==> config.mk <==
export PLATFORM = sky130hd
export DESIGN_NAME = i2c_target_regfile
export DESIGN_NICKNAME = d
export VERILOG_FILES = /design/src/rtl/i2c_target_regfile.sv
export SDC_FILE = /design/constraint.sdc
export NUM_CORES = 1
export LEC_CHECK = 0
export CELL_PAD_IN_SITES_DETAIL_PLACEMENT = 1
export CELL_PAD_IN_SITES_GLOBAL_PLACEMENT = 1
export CORE_UTILIZATION = 39
export DETAILED_ROUTE_END_ITERATION = 6
export GPL_TIMING_DRIVEN = 1
export PLACE_DENSITY = 0.75
export RECOVER_POWER = 50
export SLEW_MARGIN = 20
export SYNTH_ARGS = -nofsm -noshare
export SYNTH_HDL_FRONTEND = slang
export SYNTH_SLANG_ARGS = --single-unit
==> constraint.sdc <==
create_clock -name clk -period 2.05 [get_ports clk]
set_input_delay 0.41 -clock clk [delete_from_list [all_inputs] [get_ports clk]]
set_output_delay 0.41 -clock clk [all_outputs]
set_load 0.005 [all_outputs]
==> src/rtl/i2c_target_regfile.sv <==
// I2C target with one fixed device address and a pointer-addressed byte register space.
// Register storage lives outside: writes leave through a strobe port, reads come back combinationally.
module i2c_target_regfile #(
  parameter logic [6:0]  DEV_ADDR    = 7'h50,
  parameter int unsigned NUM_REGS    = 16,
  parameter int unsigned SYNC_STAGES = 2,
  localparam int unsigned PTR_W      = (NUM_REGS > 1) ? $clog2(NUM_REGS) : 1
) (
  input  logic             clk,
  input  logic             rst,
  input  logic             scl_i,
  input  logic             sda_i,
  output logic             sda_oe,
  output logic             wr_en,
  output logic [PTR_W-1:0] wr_addr,
  output logic [7:0]       wr_data,
  output logic [PTR_W-1:0] rd_addr,
  input  logic [7:0]       rd_data,
  output logic             rd_en,
  output logic             busy
);

  typedef enum logic [3:0] {
    StIdle, StAddr, StAddrAck, StPtr, StPtrAck, StWr, StWrAck, StRd, StRdAck, StWaitStop
  } state_e;

  logic [SYNC_STAGES-1:0] scl_sync, sda_sync;
  logic                   scl_q, sda_q;
  logic                   scl_s, sda_s;
  logic                   scl_rise, scl_fall, start_det, stop_det;

  state_e           state_q, state_d;
  logic [3:0]       cnt_q, cnt_d;
  logic [7:0]       shreg_q, shreg_d;
  logic [PTR_W-1:0] ptr_q, ptr_d, ptr_inc;
  logic             rw_q, rw_d;
  logic             mack_q, mack_d;
  logic             sda_oe_d, wr_en_d, rd_en_d, busy_d;
  logic [PTR_W-1:0] wr_addr_d;
  logic [7:0]       wr_data_d;

  // Sync flops reset to 1 so the idle bus produces no spurious edge after reset.
  always_ff @(posedge clk or posedge rst) begin
    if (rst) begin
      scl_sync <= '1;
      sda_sync <= '1;
      scl_q    <= 1'b1;
      sda_q    <= 1'b1;
    end else begin
      scl_sync <= {scl_sync[SYNC_STAGES-2:0], scl_i};
      sda_sync <= {sda_sync[SYNC_STAGES-2:0], sda_i};
      scl_q    <= scl_sync[SYNC_STAGES-1];
      sda_q    <= sda_sync[SYNC_STAGES-1];
    end
  end

  assign scl_s     = scl_sync[SYNC_STAGES-1];
  assign sda_s     = sda_sync[SYNC_STAGES-1];
  assign scl_rise  = scl_s & ~scl_q;
  assign scl_fall  = ~scl_s & scl_q;
  assign start_det = scl_s & scl_q & sda_q & ~sda_s;
  assign stop_det  = scl_s & scl_q & ~sda_q & sda_s;

  assign ptr_inc = (32'(ptr_q) == NUM_REGS - 1) ? '0 : ptr_q + 1'b1;
  assign rd_addr = ptr_q;

  always_comb begin
    state_d   = state_q;
    cnt_d     = cnt_q;
    shreg_d   = shreg_q;
    ptr_d     = ptr_q;
    rw_d      = rw_q;
    mack_d    = mack_q;
    sda_oe_d  = sda_oe;
    busy_d    = busy;
    wr_addr_d = wr_addr;
    wr_data_d = wr_data;
    wr_en_d   = 1'b0;
    rd_en_d   = 1'b0;
    if (stop_det) begin
      state_d  = StIdle;
      sda_oe_d = 1'b0;
      busy_d   = 1'b0;
    end else if (start_det) begin
      state_d  = StAddr;
      cnt_d    = '0;
      sda_oe_d = 1'b0;
      busy_d   = 1'b0;
    end else begin
      unique case (state_q)
        StAddr, StPtr, StWr: begin
          if (scl_rise && cnt_q < 4'd8) begin
            shreg_d = {shreg_q[6:0], sda_s};
            cnt_d   = cnt_q + 4'd1;
          end else if (scl_fall && cnt_q == 4'd8) begin
            cnt_d = '0;
            if (state_q == StAddr) begin
              if (shreg_q[7:1] == DEV_ADDR) begin
                sda_oe_d = 1'b1;
                busy_d   = 1'b1;
                rw_d     = shreg_q[0];
                state_d  = StAddrAck;
              end else begin
                state_d = StWaitStop;
              end
            end else if (state_q == StPtr) begin
              if (32'(shreg_q) < NUM_REGS) begin
                ptr_d    = shreg_q[PTR_W-1:0];
                sda_oe_d = 1'b1;
                state_d  = StPtrAck;
              end else begin
                state_d = StWaitStop;
              end
            end else begin
              wr_en_d   = 1'b1;
              wr_addr_d = ptr_q;
              wr_data_d = shreg_q;
              ptr_d     = ptr_inc;
              sda_oe_d  = 1'b1;
              state_d   = StWrAck;
            end
          end
        end
        StAddrAck: begin
          if (scl_fall) begin
            if (rw_q) begin
              shreg_d  = rd_data;
              rd_en_d  = 1'b1;
              sda_oe_d = ~rd_data[7];
              cnt_d    = 4'd1;
              mack_d   = 1'b0;
              state_d  = StRd;
            end else begin
              sda_oe_d = 1'b0;
              state_d  = StPtr;
            end
          end
        end
        StPtrAck, StWrAck: begin
          if (scl_fall) begin
            sda_oe_d = 1'b0;
            state_d  = StWr;
          end
        end
        StRd: begin
          // shreg[7] always holds the bit currently on the bus
          if (scl_fall) begin
            if (cnt_q == 4'd8) begin
              sda_oe_d = 1'b0;
              state_d  = StRdAck;
            end else begin
              sda_oe_d = ~shreg_q[6];
              shreg_d  = {shreg_q[6:0], 1'b0};
              cnt_d    = cnt_q + 4'd1;
            end
          end
        end
        StRdAck: begin
          if (scl_rise) begin
            ptr_d  = ptr_inc;
            mack_d = ~sda_s;
            if (sda_s) state_d = StWaitStop;
          end else if (scl_fall && mack_q) begin
            shreg_d  = rd_data;
            rd_en_d  = 1'b1;
            sda_oe_d = ~rd_data[7];
            cnt_d    = 4'd1;
            mack_d   = 1'b0;
            state_d  = StRd;
          end
        end
        StIdle, StWaitStop: ;
        default: state_d = StIdle;
      endcase
    end
  end

  always_ff @(posedge clk or posedge rst) begin
    if (rst) begin
      state_q <= StIdle;
      cnt_q   <= '0;
      shreg_q <= '0;
      ptr_q   <= '0;
      rw_q    <= 1'b0;
      mack_q  <= 1'b0;
      sda_oe  <= 1'b0;
      wr_en   <= 1'b0;
      rd_en   <= 1'b0;
      busy    <= 1'b0;
      wr_addr <= '0;
      wr_data <= '0;
    end else begin
      state_q <= state_d;
      cnt_q   <= cnt_d;
      shreg_q <= shreg_d;
      ptr_q   <= ptr_d;
      rw_q    <= rw_d;
      mack_q  <= mack_d;
      sda_oe  <= sda_oe_d;
      wr_en   <= wr_en_d;
      rd_en   <= rd_en_d;
      busy    <= busy_d;
      wr_addr <= wr_addr_d;
      wr_data <= wr_data_d;
    end
  end

endmodule

## Word-level counts from Yosys, hierarchy flattened

Index checks and enable logic that the tools add are counted.

| storage, ports and cells | value |
|---|---|
| flip-flop bits (word level) | 44 |
| latch bits | 0 |
| bits in writable memories | 0 |
| ROM bits | 0 |
| input bits | 12 |
| logic and storage cells | 193 |
| memories | 0 |

| operators by class | value |
|---|---|
| $add $sub $neg | 2 |
| multipliers | 0 |
| div/mod/pow operators | 0 |
| $lt $le $gt $ge | 2 |
| equality and inequality tests | 46 |
| shift-type cells | 0 |
| multiplexer cells | 84 |
| bitwise gates (word level) | 18 |
| reductions and logical operators | 25 |

Operators with widths:

| operator | number |
|---|---|
| $mux W4 | 31 |
| $mux W8 | 7 |
| $mux W1 | 38 |
| $ne A4 B4 Y1 const B | 9 |
| $pmux W8 S4 | 1 |
| $ne A3 B3 Y1 const B | 10 |
| $pmux W4 S6 | 1 |
| $ne A2 B2 Y1 const B | 11 |
| $reduce_and A10 Y1 | 2 |
| $reduce_and A9 Y1 | 2 |
| $eq A4 B3 Y1 const B | 4 |
| $eq A4 B4 Y1 const B | 4 |
| $pmux W4 S4 | 1 |
| $ne A5 B5 Y1 const B | 3 |
| $reduce_and A7 Y1 | 2 |
| $reduce_bool A3 Y1 | 4 |
| $not A1 Y1 | 11 |
| $add A4 B1 Y4 const B | 2 |
| $eq A4 B2 Y1 const B | 2 |
| $lt A8 B5 Y1 const B | 1 |
| $pmux W4 S2 | 1 |
| $reduce_and A8 Y1 | 1 |
| $and A1 B1 Y1 | 7 |
| $eq A7 B7 Y1 const B | 1 |
| other kinds (16) | 21 |

## Logic depth before layout (Yosys ltp)

| depth | value |
|---|---|
| depth after elaboration | 9 |
| depth in mapped cells | 9 |
| gate-level depth less buffers | 8 |

## Least setup slack after synthesis

OpenSTA, ideal clock, no wires.

| path | value |
|---|---|
| kind | register to register |
| from | reg scl_q |
| to | reg shreg_q[0] |
| library setup time | 0.073 ns |
| data arrival time | 1.921 ns |
| required time | 1.977 ns |
| setup slack | 0.056 ns |
| cell stages (with the launch flop) | 10 |
| buffers on the path | 3 |
| cells stage by stage | dfstp_2 -> buf_2 -> nand2b_1 -> buf_6 -> nor4_4 -> nor4_4 -> nor4_4 -> buf_6 -> nor2_1 -> a21oi_2 |

| between the ends | value |
|---|---|
| word-level cells in the longest chain between the ends | 5 |

RTL lines:

| item | line | text |
|---|---|---|
| start: declaration | 28 | `logic scl_q, sda_q;` |
| start signal: assignment | 52 | `scl_q <= scl_sync[SYNC_STAGES-1];` |
| $not A1 Y1 or $and A1 B1 Y1 (tied branches) | 59, 61, 62 |  |
| $and A1 B1 Y1, on equally long branches | 59, 61, 62 |  |
| $logic_and A1 B1 Y1 (tied with other cells) | 92 | `if (scl_rise && cnt_q < 4'd8) begin` |
| $ne A2 B2 Y1 (no line) or $not A1 Y1 (tied branches) | n/a |  |
| $reduce_and A10 Y1 (no line) (*) | n/a |  |
| end signal: assignment | 195 | `shreg_q <= shreg_d;` |
| end: declaration | 34 | `logic [7:0] shreg_q, shreg_d;` |

Mark *: on every way between the ends. The rest lies on a longest branch, timed or not.
A chain may end at the register's enable or synchronous reset.

## Final worst setup path

| path | value |
|---|---|
| from | reg state_q[0] |
| to | reg cnt_q[0] |

| between the ends | value |
|---|---|
| word-level cells in the longest chain between the ends | 4 |

RTL lines:

| item | line | text |
|---|---|---|
| start: declaration | 32 | `state_e state_q, state_d;` |
| start signal: assignment | 180 | `state_q <= StIdle;` |
| start signal: assignment | 193 | `state_q <= state_d;` |
| $eq A4 B1 Y1 (tied with other cells) | 90 | `unique case (state_q)` |
| $reduce_or A3 Y1 | 90 |  |
| $ne A4 B4 Y1 (no line) (tied with other cells) | n/a |  |
| $reduce_and A9 Y1 (no line) or $mux W4 (tied branches) | n/a |  |
| end signal: assignment | 194 | `cnt_q <= cnt_d;` |
| end: declaration | 33 | `logic [3:0] cnt_q, cnt_d;` |

Parallel ways exist; a longest one is shown, timed or not.

==> results_dict.tcl <==
set metrics [dict create \
    fmax_mhz 467 \
    final_area_sq_mm 0.00359 \
    yosysSeqAreaShare 0.441 \
    layout_min_cycle_time_ns 2.14 \
    r2r_cells 6 \
    grt_remaining_overflow 0 \
    synth_area_leader_cell "dfrtp_1" \
    clock_skew_ns 0.0154 \
    gp_congestion 0.854 \
    met3_length_um 223 \
    power.total_w 0.00409 \
    clock_latency_ns 0.31 \
    yosysUniqueCellTypes 57 \
    dp_hpwl_um 5340 \
    wl_per_cell_um 19.9 \
    rsz0062_at_grt "yes" \
    path_clk_slew_ns 0.10 \
    worst_slew_pin_slew_ns 0.744 \
    cts_buffers 5 \
    grt_max_degree 30 \
    pre_cts_ws_ns -0.0627 \
    first_global_vias 2350 \
    powerDensity_mw_per_mm2 1140 \
    insertedDiodeCount 0 \
    cap_violations 0 \
    wl_met2_um 4120 \
    crit_start "state_q[0]" \
    r2r-start "state_q[0]" \
    peakVddDrop_mv 0.613 \
    clock_sinks 44 \
    dr_total_vias 2274 \
    r2r-end "cnt_q[0]" \
    fin_cells 408 \
    ioPinCount 32 \
    clock_path_buffers 2 \
    nets 347 \
    hold_ws_ns 0.365 \
    finalCritPeriodShare 1.05 \
    antenna_found_initial 0 \
    area_growth_pct 42.9 \
    avgSynthCellArea_sq_um 9.93 \
    synth_fp_nets 268 \
    dr.pass1.iters 4 \
    drc 0 \
    synth-edff-count 0 \
    dr.first_iter.drc_count 134 \
    p_leak_nw 1.62 \
    finalHoldViolations 0 \
    synth_flop_cell "dfrtp_1" \
    crit_fanout 8 \
    status "complete, but fails checks" \
    netlist_top_cells_count "dfrtp_1 (38), nor2_1 (30), nand2_1 (20)" \
    port_buffers 31 \
    top_layer "met4" \
    arrival_ns 2.35 \
    synth_most_common_cell "dfrtp_1" \
    synth.area.top_cells "dfrtp_1 (38%), mux2_2 (7.6%), dfstp_2 (6.3%)" \
    syn_area_sq_mm 0.00251 \
    synth_top_cell_area_share 0.379 \
    wl_um 8110 \
    wl_met1_um 3600 \
    cts_tree "yes" \
    fp-row-count 28 \
    worstSetupPathType "register to register" \
    setup_ws_ns -0.0924 \
    ctsRootBufferMaster "clkbuf_8" \
    slew_headroom 0.504 \
    critPathLaunchType "register" \
    drtAntennaViolNets 0 \
    gr-usage-all-layers 0.236 \
    grt_pass1_wl_um 11600 \
    synthArstFlopShare 1.00 \
    yosysWarnings 0 \
    nFillCells 658 \
    die_y_um 82.2 \
    synth.ff_latch_count 44 \
    cp-end-kind "register" \
    syn_inst 253 \
    worstHoldPathType "register to register" \
    dieArea_sq_mm 0.00676 \
    core_area_sq_mm 0.00606 \
    critPathCapture "cnt_q[0]" \
    htree_levels 2 \
    via_per_inst 5.57 \
    slew_viol_final 0 \
    r2r_slack_ns -0.09 \
    dp_cells 391 \
    initial_utilization 0.414 \
    setup_violations 16 \
    violations "negative setup slack" \
    cp.required_ns 2.26 \
    die_x_um 82.2 \
    placed_cell_area_sq_mm 0.00322 \
    layout-drive-gt1-share 0.378 \
]
worst min path at each step:
stage                      startpoint     endpoint  depth (start not counted)
after floorplan           scl_sync[0]  scl_sync[1]                          0
after global placement    sda_sync[0]  sda_sync[1]                          0
after detailed placement  scl_sync[0]  scl_sync[1]                          0
after CTS                 scl_sync[0]  scl_sync[1]                          0
after global routing      scl_sync[0]  scl_sync[1]                          0
final                     scl_sync[0]  scl_sync[1]                          0
layer usage:
| layer | global-route usage | up-vias |
|---|---|---|
| li1 | - | 1066 |
| met1 | 0.304 | 1153 |
| met2 | 0.398 | 41 |
| met3 | 0.0451 | 14 |
| met4 | 0.0754 | 0 |
| met5 | 0 | - |
through the flow:
stage | TNS [ns] | util
2_1_floorplan | 0 | -
3_3_place_gp | -0.0297 | 0.531
3_5_place_dp | -0.422 | 0.531
4_1_cts | 0 | 0.560
5_1_grt | -2.10 | 0.592
6_report | -0.669 | 0.592
flip-flops by register name (all words and copies together) (netlist names):
| signal | count |
|---|---|
| rd_addr | 4 |
| mack_q | 1 |
| wr_data | 8 |
| scl_q | 1 |
| cnt_q | 4 |
| wr_en | 1 |
| rd_en | 1 |
| shreg_q | 8 |
| sda_oe | 1 |
| state_q | 4 |
| rw_q | 1 |
| sda_q | 1 |
| sda_sync | 2 |
| scl_sync | 2 |
| wr_addr | 4 |
| busy | 1 |
layout by cell type, fill, tap and decap left out, types with 6 or more instances in the layout:
master / n
o21ai_0: 8
inv_1: 6
clkdlybuf4s50_1: 28
buf_4: 47
nor2_1: 24
dfrtp_1: 35
nand2_1: 19
mux2i_1: 10
a21oi_2: 7
clkbuf_8: 6
a21oi_1: 15
mux2_2: 13
kinds of logic (layout without fill, tap and decap cells):
family                     count (synthesis)  after routing  synth area share
xor gates and xnor gates                   1              1           0.00349
muxes                                     28             28             0.122
buffers and inverters                     22            102            0.0443
AOI/OAI and AO/OA                         63             63             0.160
and+or+nand+nor                           92             92             0.213
DFF                                       44             44             0.441
adders and majority gates                  3              3            0.0149
final cells by class:
class	instances	area (sq um)	area share
Multi-Input combinational cell	187	1470	0.408
Sequential cell	44	1110	0.310
Timing Repair Buffer	86	764	0.213
Tap cell	75	93.8	0.0262
Clock buffer	6	82.6	0.0230
Clock inverter	2	38.8	0.0108
Inverter	8	30.0	0.00837
worst max-delay path, stage by stage, from the launching register on:
cell	delay, ns
dfrtp_2	0.49
and4bb_1	0.28
or2_4	0.28
nor4_4	0.39
a21oi_2	0.07
o21a_1	0.22
mux2_4	0.31
report_power, final:
group / internal, W / switching [W] / leakage (nW)
clock: 0.000399 / 0.000328 / 0.0614
combinational: 0.00106 / 0.00107 / 1.01
sequential: 0.00102 / 0.000212 / 0.546
repair_timing:
| action | 4_1_cts | 5_1_grt |
|---|---|---|
| pin swaps | 1 | 10 |
| buffers inserted | 1 | 9 |
| hold buffers | 0 | 0 |
| endpoints found under the setup margin | 14 | 19 |
| gates resized for setup | 14 | 40 |
Power figures use the tool's default switching activity.
==> RTL edit: new RTL, same settings <==
Compare `cnt_q` against `4'd8` with >= in place of ==.
--- a/src/rtl/i2c_target_regfile.sv
+++ b/src/rtl/i2c_target_regfile.sv
@@ -145,7 +145,7 @@
         StRd: begin
           // shreg[7] always holds the bit currently on the bus
           if (scl_fall) begin
-            if (cnt_q == 4'd8) begin
+            if (cnt_q >= 4'd8) begin
               sda_oe_d = 1'b0;
               state_d  = StRdAck;
             end else begin
Behaviour: same outputs for any inputs over 10 cycles, from zero or initial values and one cycle with rst high; that may be too few to reach the edited logic, so the function may still have changed.
==> RTL edit against the original RTL <==
  * Power up 9.3%
  * Via count down 3.4%
  * Design area down 4.0%
  * Highest routed layer unchanged
  * Combinational power up 21%
  * Largest cell class unchanged
  * Sequential share of layout area up 1.2 points
  * First-iteration DRC count down 37%
  * The flow still finishes with violations (negative setup slack)
  * Cell count down 2.7%
  * Worst setup slack worse by 0.045 ns
  * Largest power group unchanged
  * Wire length down 3.3%
  * Sequential cell count unchanged
  * Die area up 0.88%
  * Synthesized area up 0.90%
==> RTL edit: results (changes against the original RTL) <==
status = finished with violations (unchanged)
failing checks = negative setup slack (unchanged)
min setup slack post-route = -0.138 ns (was -0.0924 ns)
sequential element share of the synthesized area = 43.8% (was 44.1%)
Critical Path Sink = shreg_q[1] (was cnt_q[0])
routed length per placed instance = 19.8 um (was 19.9 um)
Post-Syn Nets = 258 (was 268)
Synth Instances = 243 (was 253)
gp weighted congestion = 0.884 (was 0.854)
Peak VDD IR = 0.000636 V (was 0.000613 V)
switching power total = 1.75 mW (was 1.61 mW)
first-pass GRT wire length = 12.2 mm (was 11.6 mm)
Worst Skew = 0.00600 ns (was 0.0154 ns)
share of cells above drive strength 1 = 37.2% (was 37.8%)
combinational share of power = 57.8% (was 52.0%)
CP arrival = 2.38 ns (was 2.35 ns)
setup TNS = -1.49 ns (was -0.669 ns)
power density cells = 1300 nW/um^2 (was 1140 nW/um^2)
DR iter-0 viols = 84 (was 134)
Via-to-Cell Ratio = 5.53 (was 5.57)
top cells by area, synth = dfrtp_1, mux2_2, dfstp_2 (unchanged)
Worst Hold End = sda_sync[1] (was scl_sync[1])
top cells by count, synth = dfrtp_1, mux2_2, nor2_1 (was dfrtp_1, nor2_1, nand2_1)
Seq power = 1.29 mW (was 1.24 mW)
CP startpoint = scl_q (was state_q[0])
GRT Util Overall = 25.1% (was 23.6%)
Placed Cells = 383 (was 391)
post-placement setup slack = -0.186 ns (was -0.0627 ns)
endpoints failing setup = 27 (was 16)
hold_sp = sda_sync[0] (was scl_sync[0])
count of cell types in the netlist = 52 (was 57)
dpl hpwl = 5.74 mm (was 5.34 mm)
non-filler cells in the finished layout = 397 (was 408)
## RTL edit: cell types whose count changed in the layout (fill, tap and decap cells not counted), moves of 4 or more
cell	change
a21oi_1	-7
a21oi_2	-5
mux2_2	+17
mux2i_1	-4
nand2_1	-4
nor2_1	-9
nor2b_1	+5
nor4_4	-4
o21ai_0	+4
## RTL edit: per-layer routing
layer  part of all wire, %  global-route usage (%)  vias to the layer above
met5                     0                       0                        -
li1                      -                       -                     1029
met2                    52                    44.9                       40
met1                    43                    29.6                     1112
met4                   2.4                    11.4                        0
met3                   2.4                    3.41                       15
## RTL edit: cell families after synthesis
| group | after synthesis | synth area share, % |
|---|---|---|
| fa+ha+maj | 3 | 1.48 |
| flops | 44 | 43.8 |
| compound gates | 56 | 16.3 |
| buf+inv | 24 | 3.80 |
| simple gates | 76 | 17.3 |
| mux | 38 | 16.6 |
| xor+xnor | 2 | 0.691 |
## RTL edit: final cells by class
| type | instances | area (um^2) | share of cell area [%] |
|---|---|---|---|
| clock inverter | 2 | 13.8 | 0.400 |
| tap | 77 | 96.3 | 2.80 |
| inverter | 8 | 30.0 | 0.872 |
| clock buffer | 6 | 82.6 | 2.40 |
| multi-input combinational | 175 | 1390 | 40.5 |
| sequential | 44 | 1110 | 32.2 |
| timing repair buffer | 85 | 717 | 20.8 |
## RTL edit: critical path: stages (launching register included)
cell       delay [ns]
dfstp_2          0.56
buf_6            0.12
nand3b_1         0.09
a31o_2           0.24
a2111oi_4        0.33
buf_4            0.19
nand4b_4         0.20
mux2_4           0.35
## RTL edit: timing repair
item                       CTS  global route
buffers inserted             6             0
gates resized for setup      5             9
setup endpoints to repair   31            34
pin swaps                    3             0
hold buffers                 0             0
